**src/rtl/multicycle_control.sv**
```systemverilog
// rtl/multicycle_control.sv - five-state IF/ID/EX/MEM/WB control unit for the multicycle RV32I subset
module multicycle_control #(
    parameter int ALUCTRL_W = 4
) (
    input  logic                 clk,
    input  logic                 rst,
    input  logic [31:0]          instr,
    input  logic                 zero,
    output logic                 loadPC,
    output logic                 PCSrc,
    output logic                 ALUSrc,
    output logic [ALUCTRL_W-1:0] ALUCtrl,
    output logic                 MemRead,
    output logic                 MemWrite,
    output logic                 MemToReg,
    output logic                 RegWrite,
    output logic                 illegal,
    output logic [2:0]           state
);

    typedef enum logic [2:0] {
        S_IF  = 3'd0,
        S_ID  = 3'd1,
        S_EX  = 3'd2,
        S_MEM = 3'd3,
        S_WB  = 3'd4
    } state_e;

    typedef enum logic [2:0] {
        CL_R, CL_I, CL_LW, CL_SW, CL_BEQ, CL_ILL
    } class_e;

    localparam logic [3:0] ALU_AND = 4'b0000;
    localparam logic [3:0] ALU_OR  = 4'b0001;
    localparam logic [3:0] ALU_ADD = 4'b0010;
    localparam logic [3:0] ALU_SUB = 4'b0110;
    localparam logic [3:0] ALU_SLT = 4'b0111;
    localparam logic [3:0] ALU_SRL = 4'b1000;
    localparam logic [3:0] ALU_SLL = 4'b1001;
    localparam logic [3:0] ALU_SRA = 4'b1010;
    localparam logic [3:0] ALU_XOR = 4'b1101;

    function automatic class_e classify(input logic [6:0] op);
        case (op)
            7'b0110011: classify = CL_R;
            7'b0010011: classify = CL_I;
            7'b0000011: classify = CL_LW;
            7'b0100011: classify = CL_SW;
            7'b1100011: classify = CL_BEQ;
            default:    classify = CL_ILL;
        endcase
    endfunction

    state_e      state_q;
    logic [31:0] instr_q;
    logic        zero_q;
    logic        mem_read_q;
    logic        mem_write_q;
    logic        reg_write_q;
    logic        load_pc_q;
    logic        pc_src_q;
    logic        illegal_q;

    class_e      cls;
    logic [3:0]  alu_op;
    logic        decoded;

    // Only opcode, funct3 and bit30 steer the control; the rest belongs to the datapath.
    logic unused_instr_bits;
    assign unused_instr_bits = ^{instr_q[31], instr_q[29:15], instr_q[11:7]};

    always_comb begin
        cls     = classify(instr_q[6:0]);
        alu_op  = ALU_ADD;
        decoded = (state_q == S_ID) || (state_q == S_EX) ||
                  (state_q == S_MEM) || (state_q == S_WB);
        if (cls == CL_R || cls == CL_I) begin
            case (instr_q[14:12])
                3'b000:  alu_op = (cls == CL_R && instr_q[30]) ? ALU_SUB : ALU_ADD;
                3'b001:  alu_op = ALU_SLL;
                3'b010:  alu_op = ALU_SLT;
                3'b100:  alu_op = ALU_XOR;
                3'b101:  alu_op = instr_q[30] ? ALU_SRA : ALU_SRL;
                3'b110:  alu_op = ALU_OR;
                3'b111:  alu_op = ALU_AND;
                default: alu_op = ALU_ADD;
            endcase
        end else if (cls == CL_BEQ) begin
            alu_op = ALU_SUB;
        end
        ALUSrc   = decoded && (cls == CL_I || cls == CL_LW || cls == CL_SW);
        MemToReg = decoded && (cls == CL_LW);
        ALUCtrl  = decoded ? ALUCTRL_W'(alu_op) : '0;
    end

    // Strobes are registered one state early so they appear as clean single-cycle pulses.
    always_ff @(posedge clk or posedge rst) begin
        if (rst) begin
            state_q     <= S_IF;
            instr_q     <= '0;
            zero_q      <= 1'b0;
            mem_read_q  <= 1'b0;
            mem_write_q <= 1'b0;
            reg_write_q <= 1'b0;
            load_pc_q   <= 1'b0;
            pc_src_q    <= 1'b0;
            illegal_q   <= 1'b0;
        end else begin
            mem_read_q  <= (state_q == S_EX) && (cls == CL_LW);
            mem_write_q <= (state_q == S_EX) && (cls == CL_SW);
            reg_write_q <= (state_q == S_MEM) && (cls == CL_R || cls == CL_I || cls == CL_LW);
            load_pc_q   <= (state_q == S_MEM);
            pc_src_q    <= (state_q == S_MEM) && (cls == CL_BEQ) && zero_q;
            case (state_q)
                S_IF: begin
                    state_q   <= S_ID;
                    instr_q   <= instr;
                    illegal_q <= (classify(instr[6:0]) == CL_ILL);
                end
                S_ID:  state_q <= S_EX;
                S_EX: begin
                    state_q <= S_MEM;
                    zero_q  <= zero;
                end
                S_MEM: state_q <= S_WB;
                default: begin
                    state_q   <= S_IF;
                    illegal_q <= 1'b0;
                end
            endcase
        end
    end

    assign MemRead  = mem_read_q;
    assign MemWrite = mem_write_q;
    assign RegWrite = reg_write_q;
    assign loadPC   = load_pc_q;
    assign PCSrc    = pc_src_q;
    assign illegal  = illegal_q;
    assign state    = state_q;

endmodule

```
**config.mk**
```make
export PLATFORM = sky130hd
export DESIGN_NAME = multicycle_control
export DESIGN_NICKNAME = d
export VERILOG_FILES = /design/src/rtl/multicycle_control.sv
export SDC_FILE = /design/constraint.sdc
export NUM_CORES = 1
export LEC_CHECK = 0
export ABC_AREA = 1
export CAP_MARGIN = 20
export CORE_UTILIZATION = 41
export CTS_CLUSTER_DIAMETER = 40
export CTS_CLUSTER_SIZE = 20
export DETAILED_ROUTE_END_ITERATION = 10
export PLACE_DENSITY = 0.94
export SYNTH_ARGS = -nofsm -noshare
export SYNTH_HDL_FRONTEND = slang
export SYNTH_SLANG_ARGS = --single-unit
```
**constraint.sdc**
```tcl
create_clock -name clk -period 3.6 [get_ports clk]
set_input_delay 0.36 -clock clk [delete_from_list [all_inputs] [get_ports clk]]
set_output_delay 0.36 -clock clk [all_outputs]
set_load 0.05 [all_outputs]
```
==> out/summary.txt <==
=======================================================================================
Share of synthesized area occupied by flip-flops and latches                     52.91%
DRT Pass-1 Iters                                                                      4
Number of buffers created by CTS                                                      3
Final hold violations                                                                 0
DP HPWL                                                                        1.503 mm
Wire length of the first global-routing pass                                   3.381 mm
Total power draw                                                            0.0004686 W
Routed vias/inst                                                                  4.964
Level count of the clock H-tree                                                       1
Post-Synthesis Net Count                                                            143
Worst setup path startpoint                                                instr_q[2]$_DFFE_PP0P_
Via count of the first global-routing pass                                          806
Standard-cell row count                                                              17
Residual overflow from global routing                                                 0
Final WL                                                                       1.998 mm
FFs w/ async S/R, synth                                                          100.0%
Number of buffers inserted for hold repair after clock tree synthesis                 0
Buffers inserted during post-CTS setup optimization                                   0
Die ar.                                                                    0.002503 mm2
Summed negative setup slack over all endpoints                                     0 ns
Measured slew at the worst slew-check pin                                     0.7188 ns
Avg Synthesized Cell Area                                                     8.758 um2
Most common flop cell mapped by yosys                                      sky130_fd_sc_hd__dfrtp_1
Combinational family with the most area after synthesis                    simple AND/OR/NAND/NOR gates
Reg clk slew, reported paths                                                    0.12 ns
Endpoint class of the critical path                                         output port
Pin count of the biggest net entering global routing                                 21
Crit share post-route                                                            73.11%
Layout cell share with drive strength beyond 1                                   8.029%
DRC                                                                                   0
Adder-Cell Fraction of Synth Area                                                    0%
WP data required                                                                3.24 ns
Netlist area before placement                                                 945.9 um2
Quantity of gates resized following cts                                               0
Placer congestion estimate                                                       0.8242
Fraction of the mapped netlist area in simple logic gates                        20.90%
Initial core utilization                                                         43.18%
Most frequent standard cell in the layout excluding fill and tap cells     sky130_fd_sc_hd__clkdlybuf4s50_1
Clock root buffer                                                          sky130_fd_sc_hd__clkbuf_4
Worst slew margin relative to its limit                                          52.03%
Commonest non-fill, non-tap cells in the layout                            28 x sky130_fd_sc_hd__clkdlybuf4s50_1, 20 x sky130_fd_sc_hd__dfrtp_1, 19 x sky130_fd_sc_hd__inv_1
Highest metal layer used by the detailed router                                    met4
Result of the run                                                          finished clean
Number of enable flip-flop cells after synthesis                                      0
Max IR drop VDD                                                               0.1817 mV
Sink count of the clock tree                                                         20
Launch instance of the worst register-to-register path                     state[0]$_DFF_PP0_
Length in cells of the worst reg-to-reg path                                          3
Max-slew violations                                                                   0
Setup CP Type                                                                   reg2out
Shortest period the worst path allows                                          2.632 ns
Area share of the largest cell type after synthesis                              52.91%
Number of violations reported at the end of detailed-routing iteration 0             17
Mux cell area share after synthesis                                              4.762%
Achievable clock frequency                                                    380.0 MHz
Die height                                                                     50.03 um
Post-layout net count                                                               173
IO Count                                                                             50
Area growth from synthesis to layout                                             36.38%
TritonCTS clock tree                                                               done
Post-synth cell types                                                                21
Overall via count from detail_route                                                 819
Pwr/cell area                                                              363.3 mW/mm2
Endpoint arrival time on the critical path                                      2.27 ns
Ranking of synthesized cells by area                                       sky130_fd_sc_hd__dfrtp_1 53%, sky130_fd_sc_hd__inv_1 7.5%, sky130_fd_sc_hd__nand2_1 5.2%
Amount of wire on met3 after detailed routing                                    105 um
Leakage dissipation                                                           0.6105 nW
Worst-path maximum fanout                                                             7
Total inserted antenna cells                                                          0
Maximum buffer depth of the clock tree                                                2
Antenna violations before repair                                                      0
Final ANT Viol Nets                                                                   0
Kind of start point of the critical path                                      flip-flop
Std-Cell Core Area                                                         0.002191 mm2
MaxCap Viol Count                                                                     0
Clock latency on the worst-skew pair                                            0.32 ns
Chip width                                                                     50.03 um
Class of the tightest hold or removal check                                    in2async
Average wire length per cell after detail routing                              12.11 um
WL met2                                                                        1.044 mm
Number of port buffers                                                               28
Syn Inst Count                                                                      108
Xor and xnor area share after synthesis                                         0.9259%
Clock tree skew after final layout                                          0.008926 ns
Register bit total from synthesis                                                    20
Overall global routing resource usage                                            18.11%
Post-Route M1 WL                                                                 813 um
RSZ-0062 raised after global routing                                              false
Area leader, netlist                                                       sky130_fd_sc_hd__dfrtp_1
Final setup vio count                                                                 0
Synthesized-area fraction occupied by ao, oa, aoi and oai cells                  10.45%
Synth warnings                                                                        0
=======================================================================================
==> Yosys cell counts, types with 2 or more instances <==
master	instances
sky130_fd_sc_hd__dfrtp_1	20
sky130_fd_sc_hd__inv_1	19
sky130_fd_sc_hd__nand2_1	13
sky130_fd_sc_hd__nor2_1	13
sky130_fd_sc_hd__o21ai_0	9
sky130_fd_sc_hd__a21oi_1	7
sky130_fd_sc_hd__nand3_1	5
sky130_fd_sc_hd__mux2_4	3
sky130_fd_sc_hd__nor3_1	3
sky130_fd_sc_hd__nor4_1	3
sky130_fd_sc_hd__nand4_1	2
sky130_fd_sc_hd__nor2_2	2
==> sequential cells by signal, indices dropped and copies added, names as in the netlist <==
name,cells
MemRead,1
MemWrite,1
PCSrc,1
RegWrite,1
illegal,1
instr_q,11
loadPC,1
state,2
zero_q,1
==> power by group <==
part,leakage [nW],total [W],internal [W],switching [W]
Combinational,0.340,0.0000429,0.0000215,0.0000215
Clock,0.0279,0.000188,0.000113,0.0000749
Sequential,0.242,0.000238,0.000232,0.00000628
Total,0.611,0.000469,0.000366,0.000103
==> layer usage <==
metal / track usage, % / vias up
li1: - / 407
met1: 19.45 / 378
met2: 32.89 / 31
met3: 3.395 / 3
met4: 9.524 / 0
met5: 0 / -
==> cells by family (layout without fill, tap and decap cells) <==
family,after synthesis,count (layout)
and+or+nand+nor,43,43
AOI/OAI and AO/OA,19,19
muxes,3,3
buffers and inverters,22,51
DFF,20,20
xor gates and xnor gates,1,1
==> worst max-delay path, cell delays in order (launching register included) <==
cell                              delay, ns
sky130_fd_sc_hd__dfrtp_1               0.41
sky130_fd_sc_hd__nor2_1                0.11
sky130_fd_sc_hd__nand2_1               0.07
sky130_fd_sc_hd__inv_1                 0.09
sky130_fd_sc_hd__nand2_2               0.11
sky130_fd_sc_hd__nor2_2                0.14
sky130_fd_sc_hd__nand2_1               0.07
sky130_fd_sc_hd__a21oi_1               0.13
sky130_fd_sc_hd__clkdlybuf4s50_1       0.83
==> final cells by class <==
cell class | instances | area (um2)
inverter | 19 | 71.32
clock inverter | 1 | 30.03
fill | 182 | 900.9
multi-input combinational | 66 | 350.3
sequential | 20 | 500.5
timing repair buffer | 28 | 280.3
clock buffer | 3 | 22.52
tap | 28 | 35.03
==> final timing paths <==
path | endpoint | slack (ns)
worst max-delay path | ALUCtrl[2] | 0.97
worst min-delay path | MemRead$_DFF_PP0_ | 0.46
worst max register to register | instr_q[0]$_DFFE_PP0P_ | 2.06
worst min register to register | instr_q[3]$_DFFE_PP0P_ | 0.52
max in group asynchronous | instr_q[4]$_DFFE_PP0P_ | 2.68
min in group clk | instr_q[3]$_DFFE_PP0P_ | 0.52
==> through the flow <==
step	hold slack [ns]	setup WS [ns]	area [um2]	instances	util, %
after floorplan	0.3238	0.7835	945.9	108	-
after global placement	0.4700	1.392	1237	161	56.48
after detailed placement	0.4855	1.328	1237	161	56.48
after CTS	0.5137	0.9646	1290	165	58.88
after global routing	0.5413	0.7980	1290	165	58.88
final	0.4623	0.9681	1290	165	58.88
Power figures use the tool's default switching activity.
